<file path="config.mk">
export PLATFORM = sky130hd
export DESIGN_NAME = sample_bank_loader
export DESIGN_NICKNAME = d
export VERILOG_FILES = /design/src/rtl/sample_bank_loader_pkg.sv /design/src/rtl/sample_bank_loader_bank.sv /design/src/rtl/sample_bank_loader.sv
export SDC_FILE = /design/constraint.sdc
export NUM_CORES = 1
export LEC_CHECK = 0
export CAP_MARGIN = 25
export CORE_AREA = 3 3 152 80
export CTS_BUF_LIST = sky130_fd_sc_hd__clkbuf_4 sky130_fd_sc_hd__clkbuf_8
export DETAILED_ROUTE_END_ITERATION = 8
export DIE_AREA = 0 0 155 83
export HOLD_SLACK_MARGIN = 0.15
export PLACE_DENSITY = 0.84
export SYNTH_ARGS = -nofsm -noshare
export SYNTH_HDL_FRONTEND = slang
export SYNTH_SLANG_ARGS = --single-unit
export TNS_END_PERCENT = 100
</file>
<file path="constraint.sdc">
create_clock -name clk -period 1.6 [get_ports clk]
set_input_delay 0.16 -clock clk [delete_from_list [all_inputs] [get_ports clk]]
set_output_delay 0.16 -clock clk [all_outputs]
set_load 0.005 [all_outputs]
</file>
<file path="src/rtl/sample_bank_loader_pkg.sv">
// Shared constants and FSM state type for the sample bank loader.
package sample_bank_loader_pkg;
    localparam int NUM_WORDS     = 8;
    localparam int FILL_CNT_W    = 4;
    localparam int IDX_W         = 3;
    localparam int DEF_DATAWIDTH = 16;
    localparam int DEF_SAWIDTH   = 8;

    typedef enum logic {
        ST_FILL    = 1'b0,
        ST_PRESENT = 1'b1
    } state_e;
endpackage

</file>
<file path="src/rtl/sample_bank_loader_bank.sv">
// One frame of storage: 8 sample words plus the shift amount, written one word
// at a time and read in parallel.
module sample_bank
    import sample_bank_loader_pkg::*;
#(
    parameter int DATAWIDTH = DEF_DATAWIDTH,
    parameter int SAWIDTH   = DEF_SAWIDTH
) (
    input  logic                                 i_clk,
    input  logic                                 i_rst,
    input  logic                                 i_we,
    input  logic [IDX_W-1:0]                     i_widx,
    input  logic [DATAWIDTH-1:0]                 i_wdata,
    input  logic                                 i_sa_we,
    input  logic [SAWIDTH-1:0]                   i_wsa,
    output logic [NUM_WORDS-1:0][DATAWIDTH-1:0]  o_words,
    output logic [SAWIDTH-1:0]                   o_sa
);
    logic [NUM_WORDS-1:0][DATAWIDTH-1:0] r_words;
    logic [SAWIDTH-1:0]                  r_sa;

    always_ff @(posedge i_clk) begin
        if (i_rst) begin
            r_words <= '0;
            r_sa    <= '0;
        end else begin
            if (i_we)    r_words[i_widx] <= i_wdata;
            if (i_sa_we) r_sa            <= i_wsa;
        end
    end

    assign o_words = r_words;
    assign o_sa    = r_sa;
endmodule

</file>
<file path="src/rtl/sample_bank_loader.sv">
// Packs a serial sample stream into 8-word frames for the averager.
// Define SAMPLE_BANK_DBL_BUF_EN for a fill/present bank pair (back-to-back frames).
module sample_bank_loader
    import sample_bank_loader_pkg::*;
#(
    parameter int DATAWIDTH = DEF_DATAWIDTH,
    parameter int SAWIDTH   = DEF_SAWIDTH
) (
    input  logic                  clk,
    input  logic                  rst,
    input  logic [DATAWIDTH-1:0]  in_data,
    input  logic [SAWIDTH-1:0]    in_sa,
    input  logic                  in_valid,
    output logic                  in_ready,
    output logic [DATAWIDTH-1:0]  a,
    output logic [DATAWIDTH-1:0]  b,
    output logic [DATAWIDTH-1:0]  c,
    output logic [DATAWIDTH-1:0]  d,
    output logic [DATAWIDTH-1:0]  e,
    output logic [DATAWIDTH-1:0]  f,
    output logic [DATAWIDTH-1:0]  g,
    output logic [DATAWIDTH-1:0]  h,
    output logic [SAWIDTH-1:0]    sa,
    output logic                  out_valid,
    input  logic                  out_ready,
    output logic [FILL_CNT_W-1:0] fill_cnt
);
`ifdef SAMPLE_BANK_DBL_BUF_EN
    localparam int NUM_BANKS = 2;
`else
    localparam int NUM_BANKS = 1;
`endif

    state_e                 r_state, w_state_nxt;
    logic [FILL_CNT_W-1:0]  r_fill_cnt, w_fill_cnt_nxt;
    logic                   w_in_ready, w_out_valid, w_in_xfer, w_out_xfer, w_last_word;
    logic [NUM_BANKS-1:0]   w_bank_we;
    logic [NUM_WORDS-1:0][DATAWIDTH-1:0] w_bank_words [NUM_BANKS];
    logic [SAWIDTH-1:0]                  w_bank_sa    [NUM_BANKS];
    logic [NUM_WORDS-1:0][DATAWIDTH-1:0] w_words;
    logic [SAWIDTH-1:0]                  w_sa;

    assign w_out_valid = (r_state == ST_PRESENT);
    assign w_in_xfer   = in_valid && w_in_ready;
    assign w_out_xfer  = w_out_valid && out_ready;
    assign w_last_word = w_in_xfer && (r_fill_cnt == FILL_CNT_W'(NUM_WORDS - 1));

`ifdef SAMPLE_BANK_DBL_BUF_EN
    // r_state tracks whether the present bank holds an untaken frame.
    logic r_fsel;
    logic w_full, w_swap;

    assign w_full     = (r_fill_cnt == FILL_CNT_W'(NUM_WORDS));
    assign w_in_ready = !(w_full && r_state == ST_PRESENT);
    assign w_swap     = (w_last_word || w_full) && (r_state == ST_FILL || w_out_xfer);
    assign w_bank_we  = {w_in_xfer && r_fsel, w_in_xfer && !r_fsel};
    assign w_words    = r_fsel ? w_bank_words[0] : w_bank_words[1];
    assign w_sa       = r_fsel ? w_bank_sa[0]    : w_bank_sa[1];

    always_comb begin
        w_state_nxt    = r_state;
        w_fill_cnt_nxt = r_fill_cnt;
        if (w_swap) begin
            w_state_nxt    = ST_PRESENT;
            w_fill_cnt_nxt = '0;
        end else begin
            if (w_out_xfer) w_state_nxt    = ST_FILL;
            if (w_in_xfer)  w_fill_cnt_nxt = r_fill_cnt + 1'b1;
        end
    end

    always_ff @(posedge clk) begin
        if (rst)         r_fsel <= 1'b0;
        else if (w_swap) r_fsel <= ~r_fsel;
    end
`else
    assign w_in_ready = (r_state == ST_FILL);
    assign w_bank_we  = w_in_xfer;
    assign w_words    = w_bank_words[0];
    assign w_sa       = w_bank_sa[0];

    always_comb begin
        w_state_nxt    = r_state;
        w_fill_cnt_nxt = r_fill_cnt;
        case (r_state)
            ST_FILL: begin
                if (w_in_xfer)   w_fill_cnt_nxt = r_fill_cnt + 1'b1;
                if (w_last_word) w_state_nxt    = ST_PRESENT;
            end
            ST_PRESENT: begin
                if (w_out_xfer) begin
                    w_state_nxt    = ST_FILL;
                    w_fill_cnt_nxt = '0;
                end
            end
            default: w_state_nxt = ST_FILL;
        endcase
    end
`endif

    always_ff @(posedge clk) begin
        if (rst) begin
            r_state    <= ST_FILL;
            r_fill_cnt <= '0;
        end else begin
            r_state    <= w_state_nxt;
            r_fill_cnt <= w_fill_cnt_nxt;
        end
    end

    for (genvar gb = 0; gb < NUM_BANKS; gb++) begin : g_bank
        sample_bank #(
            .DATAWIDTH (DATAWIDTH),
            .SAWIDTH   (SAWIDTH)
        ) u_bank (
            .i_clk   (clk),
            .i_rst   (rst),
            .i_we    (w_bank_we[gb]),
            .i_widx  (r_fill_cnt[IDX_W-1:0]),
            .i_wdata (in_data),
            .i_sa_we (w_bank_we[gb] && (r_fill_cnt == '0)),
            .i_wsa   (in_sa),
            .o_words (w_bank_words[gb]),
            .o_sa    (w_bank_sa[gb])
        );
    end

    assign {h, g, f, e, d, c, b, a} = w_words;
    assign sa        = w_sa;
    assign in_ready  = w_in_ready;
    assign out_valid = w_out_valid;
    assign fill_cnt  = r_fill_cnt;
endmodule
</file>
==> metrics.yaml <==
status: "finished clean"
cts_tree: "done"
period_share: 0.950
multiInputGateArea_sq_mm: 0.00223
ir_drop_uv: 637
clock_path_buffers: 2
grt_pass1_vias: 4668
drtIter0Drc: 290
fin_ws_ns: 0.0795
n_antenna_cell: 0
finClkSkew_ns: 0.00993
final_common_cell: "clkdlybuf4s50_1"
syn_area_sq_mm: 0.00525
io_buffer_count: 169
area_delta_synth_final_pct: 46.4
yosys_warnings: 0
antenna_left: 0
hold_class: "primary input to flop"
crit_fanout: 10
cts_buffers: 17
die-area_sq_mm: 0.0129
path_cells: "clkdlybuf4s50_1"
end_kind: "output pin"
cts.sinks: 141
synth_area_per_cell_sq_um: 9.95
num_rows: 27
layout_common_cells: "clkdlybuf4s50_1 (168), nand2_1 (148), dfxtp_1 (136), mux2i_1 (121), clkbuf_8 (20)"
gp_congestion: 0.808
routed_wl_mm: 15.3
arrival_ns: 1.36
via_per_inst: 5.22
ctsHoldBuffers: 0
root_buffer: "clkbuf_8"
cts_setup_buffers: 0
drcViolationCount: 0
critPathBufInv: 1
clock.fmax_ghz: 0.658
synthesis.nets: 557
clock_latency_ns: 0.44
dp_hpwl_mm: 10.7
ys_seq_area_frac: 0.538
clk_pin_slew_ns: 0.08
setup_viol: 0
nets: 734
ys_top_cells_by_area: "dfxtp_1 (54%), mux2i_1 (23%), nand2_1 (11%)"
grtUsageTotal: 0.235
antenna_found_initial: 0
ys_types: 27
post-place-ws_ns: -0.0816
yosysTopAreaCell: "dfxtp_1"
critPathTopFamily: "buffers and inverters"
start_util: 0.481
fin_crit_ns: 1.52
slowest_stage: "clkdlybuf4s50_1"
critical_path_class: "flop to output pin"
vias: 4499
p_leak_nw: 3.43
p_per_area_mw_per_mm2: 957
grt_first_pass_wirelength_mm: 24.1
tightest_slew_ns: 0.511
die_y_um: 83
rsz0062_at_grt: "false"
relSlewSlack: 0.659
utilization: 0.704
power.total_w: 0.00735
netlist_instances: 527
totalNegativeSetupSlack_ns: 0
htree_levels: 4
grt_max_degree: 57
ys_ff_latch: 141
core-area_sq_mm: 0.0109
grt_overflow_total: 0
wl_per_cell_um: 17.7
max_stage_delay_ns: 0.52
synth_top_area_frac: 0.538
fillCellCount: 796
required_ns: 1.44
die_w_um: 155
drv_cap: 0
register_area_sq_mm: 0.00284
layout-drive-gt1-share: 0.0976
cp-start-kind: "flop"
drv_slew: 0
hold_violations: 0
dr.pass1.iters: 5
io_pins: 170
where the power goes:
group          leakage, nW  total (W)  internal [W]  switching [W]
logic                 2.07   0.000657      0.000342       0.000315
clock network        0.216    0.00305       0.00170        0.00135
registers             1.14    0.00365       0.00359      0.0000596
repair_timing:
item,in CTS,in global routing
cloned,0,0
gates resized for setup,6,3
setup endpoints to repair,4,3
Yosys cell counts:
library cell and instances:
buf_4 4, nand3b_1 2, and2_1 1, buf_2 4, dfxtp_1 141, nor3_2 1, nand2_2 6, ha_1 2
o221a_2 1, nor2_1 4, nor3b_2 1, and3b_1 3, a22oi_1 1, clkbuf_1 21, buf_1 1, mux2i_1 121
nor3_1 1, buf_6 4, o2111ai_1 1, o41ai_1 1, nand3_1 16, nand2b_1 1, inv_1 4, nor2b_1 3
o21ai_0 16, a21oi_1 18, nand2_1 148
area by class of cell:
class,count,area share
well taps,145,0.0236
repair buffers,192,0.259
clock inverters,10,0.0179
flip-flops and latches,141,0.369
clock buffers,22,0.0378
inverters,4,0.00228
multi-input cells,348,0.290
kinds of logic after synthesis:
logic type | Yosys count | share of synthesized area
buffers and inverters | 38 | 0.0367
DFF | 141 | 0.538
muxes | 121 | 0.231
adders and majority gates | 2 | 0.00477
AOI/OAI and AO/OA | 38 | 0.0394
and+or+nand+nor | 187 | 0.150
registers in the layout, indices dropped and copies added, names as in the netlist:
name	count
g_bank.u_bank.o_words	128
g_bank.u_bank.o_sa	8
out_valid	1
fill_cnt	4
routing by layer:
| layer | track usage | share of wire | up-vias |
|---|---|---|---|
| met2 | 0.404 | 0.50 | 154 |
| li1 | - | - | 2121 |
| met3 | 0.0630 | 0.054 | 28 |
| met1 | 0.283 | 0.43 | 2196 |
| met5 | 0 | 0 | - |
| met4 | 0.0857 | 0.020 | 0 |
worst reg2reg max path, delay by kind of cell (launching register included):
family	cells	cell delay (ns)
AOI/OAI and AO/OA	2	0.44
DFF	1	0.41
and+or+nand+nor	1	0.32
metrics by stage:
stage / cells / area, sq um / hold WS [ns]
finish: 862 / 7680 / 0.282
global route: 862 / 7680 / 0.275
CTS: 862 / 7680 / 0.265
detailed placement: 830 / 7240 / 0.449
global placement: 830 / 7240 / 0.441
floorplan: 527 / 5250 / 0.302
final timing paths:
kind	from	to	slack, ns	cells after the start
worst min register to register	g_bank[0].u_bank.o_sa[4]	g_bank[0].u_bank.o_sa[4]	0.46	2
worst max-delay path	fill_cnt[0]	fill_cnt[0]	0.08	1
worst min-delay path	in_sa[3]	g_bank[0].u_bank.o_sa[3]	0.28	3
worst max register to register	fill_cnt[0]	fill_cnt[3]	0.30	3
(Power assumes the default switching activity.)
